==> src/rtl/nibble_serial_addsub_pkg.sv <==
// Shared types and constants for the nibble-serial add/subtract block.
package nibble_serial_pkg;

  localparam int unsigned NIBBLE_W = 4;

  typedef enum logic [1:0] {
    StIdle = 2'd0,
    StRun  = 2'd1,
    StDone = 2'd2
  } state_e;

  // Width of the nibble index; never narrower than one bit.
  function automatic int unsigned idx_width(input int unsigned n);
    return (n <= 1) ? 1 : $clog2(n);
  endfunction

endpackage

==> src/rtl/nibble_serial_addsub_if.sv <==
// Operand request (valid/ready) and result (valid/ready) bundle.
interface nibble_serial_addsub_if #(
  parameter int unsigned NIBBLES = 4
) ();
  localparam int unsigned Width = 4 * NIBBLES;

  logic             in_valid;
  logic             in_ready;
  logic [Width-1:0] in_a;
  logic [Width-1:0] in_b;
  logic             in_sub;
  logic             out_valid;
  logic             out_ready;
  logic [Width-1:0] out_sum;
  logic             out_carry;
  logic             out_ovf;
  logic             out_zero;

  // Source/consumer side.
  modport master (
    output in_valid, in_a, in_b, in_sub, out_ready,
    input  in_ready, out_valid, out_sum, out_carry, out_ovf, out_zero
  );

  // Arithmetic block side.
  modport slave (
    input  in_valid, in_a, in_b, in_sub, out_ready,
    output in_ready, out_valid, out_sum, out_carry, out_ovf, out_zero
  );
endinterface

==> src/rtl/nibble_serial_addsub_slice.sv <==
// Combinational 4-bit add/subtract slice: {cout, s} = a + (b ^ {4{sub}}) + cin.
module addsub_slice4
  import nibble_serial_pkg::*;
(
  input  logic [NIBBLE_W-1:0] a_i,
  input  logic [NIBBLE_W-1:0] b_i,
  input  logic                sub_i,
  input  logic                cin_i,
  output logic [NIBBLE_W-1:0] s_o,
  output logic                cout_o
);
  // 5-bit arithmetic so the carry is never truncated.
  always_comb begin
    {cout_o, s_o} = {1'b0, a_i} + {1'b0, b_i ^ {NIBBLE_W{sub_i}}} + {{NIBBLE_W{1'b0}}, cin_i};
  end
endmodule

==> src/rtl/nibble_serial_addsub.sv <==
// Nibble-serial WIDTH-bit adder/subtractor built around one 4-bit slice.
// Optional: define NIBBLE_SERIAL_SAT_EN to saturate signed-overflowing results.
module nibble_serial_addsub
  import nibble_serial_pkg::*;
#(
  parameter int unsigned NIBBLES = 4
) (
  input  logic                   clk,
  input  logic                   rst,
  nibble_serial_addsub_if.slave  bus
);
  localparam int unsigned Width = NIBBLE_W * NIBBLES;
  localparam int unsigned IdxW  = idx_width(NIBBLES);
  localparam logic [IdxW-1:0] LastIdx = IdxW'(NIBBLES - 1);

  state_e            state_q, state_d;
  logic [Width-1:0]  a_q, a_d;
  logic [Width-1:0]  b_q, b_d;
  logic              sub_q, sub_d;
  logic              carry_q, carry_d;
  logic [IdxW-1:0]   idx_q, idx_d;
  logic [Width-1:0]  sum_q, sum_d;
  logic              cout_q, cout_d;
  logic              ovf_q, ovf_d;
  logic              zero_q, zero_d;

  logic [NIBBLE_W-1:0] a_nib, b_nib, s_nib;
  logic                c_nib;

  // Select the operand nibbles addressed by the current index.
  always_comb begin
    a_nib = a_q[NIBBLE_W*idx_q +: NIBBLE_W];
    b_nib = b_q[NIBBLE_W*idx_q +: NIBBLE_W];
  end

  addsub_slice4 u_slice (
    .a_i    (a_nib),
    .b_i    (b_nib),
    .sub_i  (sub_q),
    .cin_i  (carry_q),
    .s_o    (s_nib),
    .cout_o (c_nib)
  );

  // Next-state: capture in IDLE, one nibble per cycle in RUN, hold in DONE.
  always_comb begin
    state_d = state_q;
    a_d     = a_q;
    b_d     = b_q;
    sub_d   = sub_q;
    carry_d = carry_q;
    idx_d   = idx_q;
    sum_d   = sum_q;
    cout_d  = cout_q;
    ovf_d   = ovf_q;
    zero_d  = zero_q;
    unique case (state_q)
      StIdle: begin
        if (bus.in_valid) begin
          a_d     = bus.in_a;
          b_d     = bus.in_b;
          sub_d   = bus.in_sub;
          carry_d = bus.in_sub; // +1 of the two's-complement negate
          idx_d   = '0;
          state_d = StRun;
        end
      end
      StRun: begin
        sum_d[NIBBLE_W*idx_q +: NIBBLE_W] = s_nib;
        carry_d = c_nib;
        idx_d   = idx_q + 1'b1;
        if (idx_q == LastIdx) begin
          idx_d  = '0;
          cout_d = c_nib;
          // Sign bits of A, effective B and result all live in the MSB nibble.
          ovf_d  = (a_nib[NIBBLE_W-1] == (b_nib[NIBBLE_W-1] ^ sub_q)) &&
                   (s_nib[NIBBLE_W-1] != a_nib[NIBBLE_W-1]);
`ifdef NIBBLE_SERIAL_SAT_EN
          if (ovf_d) begin
            sum_d = a_nib[NIBBLE_W-1] ? {1'b1, {(Width-1){1'b0}}} : {1'b0, {(Width-1){1'b1}}};
          end
`endif
          zero_d  = (sum_d == '0);
          state_d = StDone;
        end
      end
      StDone: begin
        if (bus.out_ready) state_d = StIdle;
      end
      default: state_d = StIdle;
    endcase
  end

  // State and datapath registers; reset aborts any operation in flight.
  always_ff @(posedge clk or posedge rst) begin
    if (rst) begin
      state_q <= StIdle;
      a_q     <= '0;
      b_q     <= '0;
      sub_q   <= 1'b0;
      carry_q <= 1'b0;
      idx_q   <= '0;
      sum_q   <= '0;
      cout_q  <= 1'b0;
      ovf_q   <= 1'b0;
      zero_q  <= 1'b0;
    end else begin
      state_q <= state_d;
      a_q     <= a_d;
      b_q     <= b_d;
      sub_q   <= sub_d;
      carry_q <= carry_d;
      idx_q   <= idx_d;
      sum_q   <= sum_d;
      cout_q  <= cout_d;
      ovf_q   <= ovf_d;
      zero_q  <= zero_d;
    end
  end

  // Handshake and result outputs decode directly from registered state.
  always_comb begin
    bus.in_ready  = (state_q == StIdle);
    bus.out_valid = (state_q == StDone);
    bus.out_sum   = sum_q;
    bus.out_carry = cout_q;
    bus.out_ovf   = ovf_q;
    bus.out_zero  = zero_q;
  end
endmodule

==> src/flat_wrapper.sv <==
// flat-port wrapper written by rule: the top's interface ports become plain ports
module nibble_serial_addsub_flat import nibble_serial_pkg::*;
#(
  parameter int unsigned NIBBLES = 4
)
  (clk, rst, bus_in_valid, bus_in_a, bus_in_b, bus_in_sub, bus_out_ready, bus_in_ready, bus_out_valid, bus_out_sum, bus_out_carry, bus_out_ovf, bus_out_zero);
  nibble_serial_addsub_if #(.NIBBLES(NIBBLES)) bus_i ();
  input  logic clk;
  input  logic rst;
  input wire logic [$bits(bus_i.in_valid)-1:0] bus_in_valid;
  input wire logic [$bits(bus_i.in_a)-1:0] bus_in_a;
  input wire logic [$bits(bus_i.in_b)-1:0] bus_in_b;
  input wire logic [$bits(bus_i.in_sub)-1:0] bus_in_sub;
  input wire logic [$bits(bus_i.out_ready)-1:0] bus_out_ready;
  output wire logic [$bits(bus_i.in_ready)-1:0] bus_in_ready;
  output wire logic [$bits(bus_i.out_valid)-1:0] bus_out_valid;
  output wire logic [$bits(bus_i.out_sum)-1:0] bus_out_sum;
  output wire logic [$bits(bus_i.out_carry)-1:0] bus_out_carry;
  output wire logic [$bits(bus_i.out_ovf)-1:0] bus_out_ovf;
  output wire logic [$bits(bus_i.out_zero)-1:0] bus_out_zero;
  assign bus_i.in_valid = bus_in_valid;
  assign bus_i.in_a = bus_in_a;
  assign bus_i.in_b = bus_in_b;
  assign bus_i.in_sub = bus_in_sub;
  assign bus_i.out_ready = bus_out_ready;
  assign bus_in_ready = bus_i.in_ready;
  assign bus_out_valid = bus_i.out_valid;
  assign bus_out_sum = bus_i.out_sum;
  assign bus_out_carry = bus_i.out_carry;
  assign bus_out_ovf = bus_i.out_ovf;
  assign bus_out_zero = bus_i.out_zero;
  nibble_serial_addsub #(.NIBBLES(NIBBLES)) u_core (.clk(clk), .rst(rst), .bus(bus_i));
endmodule
==> config.mk <==
export PLATFORM = sky130hd
export DESIGN_NAME = nibble_serial_addsub_flat
export DESIGN_NICKNAME = d
export VERILOG_FILES = /design/src/rtl/nibble_serial_addsub_pkg.sv /design/src/rtl/nibble_serial_addsub_if.sv /design/src/rtl/nibble_serial_addsub_slice.sv /design/src/rtl/nibble_serial_addsub.sv /design/src/flat_wrapper.sv
export SDC_FILE = /design/constraint.sdc
export NUM_CORES = 1
export LEC_CHECK = 0
export ABC_CLOCK_PERIOD_IN_PS = 8200
export CAP_MARGIN = 25
export CORE_MARGIN = 3
export CORE_UTILIZATION = 32
export CTS_BUF_LIST = sky130_fd_sc_hd__clkbuf_8
export DETAILED_ROUTE_END_ITERATION = 12
export PLACE_DENSITY_LB_ADDON = 0.15
export SYNTH_ARGS = -nofsm -noshare
export SYNTH_HDL_FRONTEND = slang
export SYNTH_SLANG_ARGS = --single-unit
==> constraint.sdc <==
create_clock -name clk -period 8.2 [get_ports clk]
set_clock_uncertainty 0.05 [all_clocks]
set_input_delay 1.64 -clock clk [delete_from_list [all_inputs] [get_ports clk]]
set_output_delay 1.64 -clock clk [all_outputs]
set_load 0.03 [all_outputs]
# Word level (Yosys, flattened, before mapping)

Index checks and enable logic that the tools add are counted.

Bits in registers: 57
Bits in latches: 0
Bits in writable memories: 0
Memory bits (read-only): 0
Input bits: 37
Output and inout port bits: 21
Word-level logic and storage cells: 46
Memories kept: 0

$add $sub $neg: 4
$mul: 0
Div/mod/pow operators: 0
Magnitude comparators: 0
Equality and inequality tests: 8
Shifts and indexed selects: 4
Muxes and demuxes: 10
Bitwise gates (word level): 2
Reductions and logical operators: 8

Operators by type and width:

| kind                    | count |
|---|---|
| $neg 4->34              | 1 |
| $shift 4x34->16 const A | 1 |
| $shiftx 4x34->16        | 1 |
| $shiftx 16x5->4         | 2 |
| $bwmux 16               | 1 |
| $logic_not 16->1        | 1 |
| $mux 2                  | 5 |
| $pmux 2 s3              | 1 |
| $reduce_and 2->1        | 3 |
| $add 4x4->5             | 1 |
| $add 5x1->5             | 1 |
| $eq 2x2->1 const B      | 2 |
| $ne 2x2->1 const B      | 2 |
| $pmux 2 s2              | 1 |
| $xor 4x4->4             | 1 |
| $reduce_and 3->1        | 1 |
| $add 2x1->2 const B     | 1 |
| $eq 2x1->1 const B      | 1 |
| $logic_not 2->1         | 1 |
| $ne 2x1->1 const B      | 1 |
| $pmux 1 s2              | 1 |
| $reduce_bool 2->1       | 1 |
| $eq 1x1->1              | 1 |
| $logic_and 1x1->1       | 1 |
| 3 further kinds         | 3 |

# Depth between registers and ports, before layout

Depth in word-level cells: 7
Mapped depth: 10
Gate-level depth less buffers: 8

# By module

Synthesis repeated with hierarchy kept, for this count alone.

Cells, all modules: 219
Area, all modules: 2905.3 um^2

Modules (own cells, without submodules):

| module               | times used | cells an instance | area each (um^2) | seq. area each (um^2) |
|---|---|---|---|---|
| nibble_serial_addsub | 1          | 200               | 2730.1           | 1426.4 |
| addsub_slice4        | 1          | 19                | 175.2            | 0.0 |

# Worst setup path before layout

Ideal clock, no wire load.

Path type: reg2reg
Start: register u_core.idx_q[1]
End: register u_core.zero_q (netlist: u_core.bus.out_zero)
Library setup time: 0.121 ns
Arrival: 2.830 ns
Data required time: 8.029 ns
Slack: 5.199 ns
Stages on the path, launching flop included: 10
Path buffers: 1
Clock period less this slack: 3.001 ns
Cell sequence: dfrtp_1 -> buf_2 -> mux4_2 -> xnor2_1 -> fa_1 -> fa_1 -> xor2_1 -> a311oi_1 -> nor4_1 -> a32o_2

Longest elaborated chain between the ends: 7
Elaborated cells on any way between the ends: 12
Classes of those cells: add/sub: 3; eq/ne: 1; shift: 4; mux: 1; bitwise: 1; reduce/logical: 2

RTL lines:

| element                | line                             | RTL |
|---|---|---|
| start, declared        | nibble_serial_addsub.sv:21       | `logic [IdxW-1:0] idx_q, idx_d;` |
| start signal, assigned | nibble_serial_addsub.sv:113      | `idx_q <= idx_d;` |
| $shiftx 16x5->4        | nibble_serial_addsub.sv:33       | `b_nib = b_q[NIBBLE_W*idx_q +: NIBBLE_W];` |
| $xor 4x4->4            | nibble_serial_addsub_slice.sv:14 | `{cout_o, s_o} = {1'b0, a_i} + {1'b0, b_i ^ {NIBBLE_W{sub_i}}} + {{NIBBLE_W{1'b0}}, cin_i};` |
| $add 4x4->5            | nibble_serial_addsub_slice.sv:14 |  |
| $add 5x1->5            | nibble_serial_addsub_slice.sv:14 |  |
| $shiftx 4x34->16       | nibble_serial_addsub.sv:69       | `sum_d[NIBBLE_W*idx_q +: NIBBLE_W] = s_nib;` |
| $bwmux 16              | nibble_serial_addsub.sv:69       |  |
| $logic_not 16->1       | nibble_serial_addsub.sv:83       | `zero_d = (sum_d == '0);` |
| end signal, assigned   | nibble_serial_addsub.sv:117      | `zero_q <= zero_d;` |
| end, declared          | nibble_serial_addsub.sv:25       | `logic zero_q, zero_d;` |

Several ways; a longest one is shown, not always the timed one.
A chain may end at the register's enable or synchronous reset.

# Worst setup path after layout

Start: register u_core.state_q[0]
End: output bus_out_valid

Longest elaborated chain between the ends: 1

RTL lines:

| element                | line                        | RTL |
|---|---|---|
| start, declared        | nibble_serial_addsub.sv:16  | `state_e state_q, state_d;` |
| start signal, assigned | nibble_serial_addsub.sv:97  | `state_q <= StIdle;` |
| start signal, assigned | nibble_serial_addsub.sv:108 | `state_q <= state_d;` |
| $eq 2x2->1             | nibble_serial_addsub.sv:124 | `bus.out_valid = (state_q == StDone);` |
| end, declared          | flat_wrapper.sv:16          | `output wire logic [$bits(bus_i.out_valid)-1:0] bus_out_valid;` |

No other way between the ends.

==> flow_summary.toml <==
[global_routing]
grt_pass1_wl_mm = 10.5
grt_max_degree = 58
antenna_found_initial = 0
grt_overflow_total = 0
track_usage = 0.134
grt_pass1_vias = 2136

[power]
p_per_area_mw_per_mm2 = 450
peakVddDrop_v = 0.000190
leakage_nw = 1.75

[clock_tree]
cts_buffers = 9
post_cts_resized = 0
cts_max_level = 3
cts.sink_count = 57
holdBufCountCts = 0
post_cts.repair.setup_buffers = 0
path_clk_slew_ns = 0.07
tritoncts = "done"
cts_root_buf = "clkbuf_8"
clk_latency_ns = 0.33
cts_max_path_buffers = 2

[logic_synthesis]
synth.area.top_cells = "dfrtp_1 (50%), nand2_1 (15%), mux4_2 (6.4%), ha_1 (4.0%), a22o_1 (3.1%)"
yosysUniqueCellTypes = 38
synth_area_leader_cell = "dfrtp_1"
syn_area_mm2 = 0.00283
synth_top_area_share = 0.505
avgSynthCellArea_um2 = 9.95
synth_nets = 332
synth.yosys.seq_area_share = 0.505
yosys_warnings = 0
netlist_instances = 284
synth.ff_latch_count = 57

[route]
postRouteAntennaNets = 0
wl_per_cell_um = 13.6
drcViolationCount = 0
vias = 2139
dr.first_iter.drc_count = 71
dr.pass1.iters = 4
vias_per_cell = 4.72
wl_mm = 6.16

[setup_path]
start_kind = "flip-flop"
critPathMaxFanout = 5
arrival_ns = 1.67
required_ns = 6.51
path_class = "reg2out"
critPathCaptureType = "primary output"

[run]
drv_cap = 0

[sta]
period_share = 0.409
hold_viol_final = 0
clock.fmax_ghz = 0.298
worst_hold_slack_ns = 0.421
worstMarginPinSlew_ns = 0.882
rsz0062_at_grt = "false"
fin_crit_ns = 3.36
setup_viol = 0
relSlewSlack = 0.412
setup_tns_ns = 0
slew_violations = 0

[finish]
fin_cells = 453
area_delta_synth_final_pct = 30.8
antenna_cells = 0
final_area_mm2 = 0.00370
nets = 392
drive_gt1_frac = 0.0977

[floorplan]
start_util = 0.337
io_pins = 58
die-area_mm2 = 0.0100
fp.dieH_um = 100
num_rows = 33
dieWidth_um = 100
core-area_mm2 = 0.00838

[placed_design]
dp_hpwl_mm = 4.35
dp.cells = 437
gp_congestion = 0.803
io_buffers = 57
place_area_mm2 = 0.00349

[outcome]
status = "finished, final reports clean"

[worst_hold_path]
min_path_type = "reg2reg"
[final timing paths]
check / from / endpoint / slack (ns) / cells past startpoint
worst max-delay path: u_core.state_q[0] / bus_out_valid / 4.84 / 2
worst min-delay path: u_core.b_q[13] / u_core.b_q[13] / 0.42 / 2
worst max register to register: u_core.idx_q[0] / u_core.bus.out_zero / 4.88 / 8
worst min register to register: u_core.b_q[13] / u_core.b_q[13] / 0.42 / 2
max in group asynchronous: rst / u_core.bus.out_ovf / 5.85 / 3
min in group asynchronous: rst / u_core.bus.out_sum[8] / 1.78 / 3
[synthesized netlist by cell type, drive strengths merged]
master	number
nand2	115
dfrtp	57
inv	11
a22o	10
buf	10
ha	9
mux4	8
nor2	8
a32o	5
o21ai	5
nor4	4
xor2	4
a21oi	3
nand2b	3
nor3	3
o22ai	3
o31ai	3
a22oi	2
clkbuf	2
fa	2
nand3b	2
nand4bb	2
nor2b	2
nor3b	2
xnor2	2
a21o	1
a311oi	1
and2b	1
mux2i	1
nand3	1
nor4b	1
o211ai	1
[logic make-up after synthesis]
group	Yosys count	synth area share
simple gates	144	0.225
buf+inv	23	0.0385
mux	9	0.0673
compound gates	34	0.0916
fa+ha+maj	11	0.0540
xor+xnor	6	0.0186
flops	57	0.505
[power breakdown]
part | internal (mW) | total, mW | switching, mW | leakage [nW]
combinational | 0.393 | 0.924 | 0.530 | 0.919
sequential | 0.400 | 0.502 | 0.102 | 0.729
clock | 0.131 | 0.239 | 0.108 | 0.0980
[layout make-up]
| cell class | count | area (um2) |
|---|---|---|
| inverters | 11 | 41.3 |
| fillers | 831 | 4680 |
| flip-flops and latches | 57 | 1430 |
| repair buffers | 61 | 621 |
| clock buffers | 12 | 165 |
| multi-input cells | 204 | 1300 |
| well taps | 105 | 131 |
| clock inverters | 3 | 15.0 |
[per-stage QoR]
stage,total power [mW],setup slack [ns],util
2_1_floorplan,1.17,5.11,-
3_3_place_gp,1.42,4.89,0.416
3_5_place_dp,1.43,4.85,0.416
4_1_cts,1.68,4.81,0.438
5_1_grt,1.82,4.65,0.441
6_report,1.66,4.84,0.441
[critical path, stage by stage, from the launching register on]
cell and delay (ns):
dfrtp_1 0.44, and2b_1 0.23, clkdlybuf4s50_1 0.66
[layout by cell type (no fill, tap or decap), drive strengths merged]
cell type,synthesis,layout
a21o,1,1
a21oi,3,3
a22o,10,10
a22oi,2,2
a311oi,1,1
a32o,5,5
and2b,1,1
buf,10,4
clkbuf,2,12
clkdlybuf4s50,0,57
clkinv,0,3
dfrtp,57,57
fa,2,2
ha,9,9
inv,11,11
mux2i,1,1
mux4,8,8
nand2,115,115
nand2b,3,3
nand3,1,1
nand3b,2,2
nand4bb,2,2
nor2,8,8
nor2b,2,2
nor3,3,3
nor3b,2,2
nor4,4,4
nor4b,1,1
o211ai,1,1
o21ai,5,5
o22ai,3,3
o31ai,3,3
xnor2,2,2
xor2,4,4
[layer usage]
layer | track usage | share of wire | vias up
met4 | 0.0539 | 0.0086 | 0
met5 | 0 | 0 | -
met3 | 0.0396 | 0.052 | 7
met1 | 0.184 | 0.48 | 1004
li1 | - | - | 1075
met2 | 0.199 | 0.46 | 53
[flip-flops by register name, indices dropped and copies added, names as in the netlist]
| name | count |
|---|---|
| u_core.bus.out_sum | 16 |
| u_core.idx_q | 2 |
| u_core.sub_q | 1 |
| u_core.b_q | 16 |
| u_core.bus.out_zero | 1 |
| u_core.a_q | 16 |
| u_core.bus.out_ovf | 1 |
| u_core.carry_q | 1 |
| u_core.bus.out_carry | 1 |
| u_core.state_q | 2 |
(Power assumes the default switching activity.)
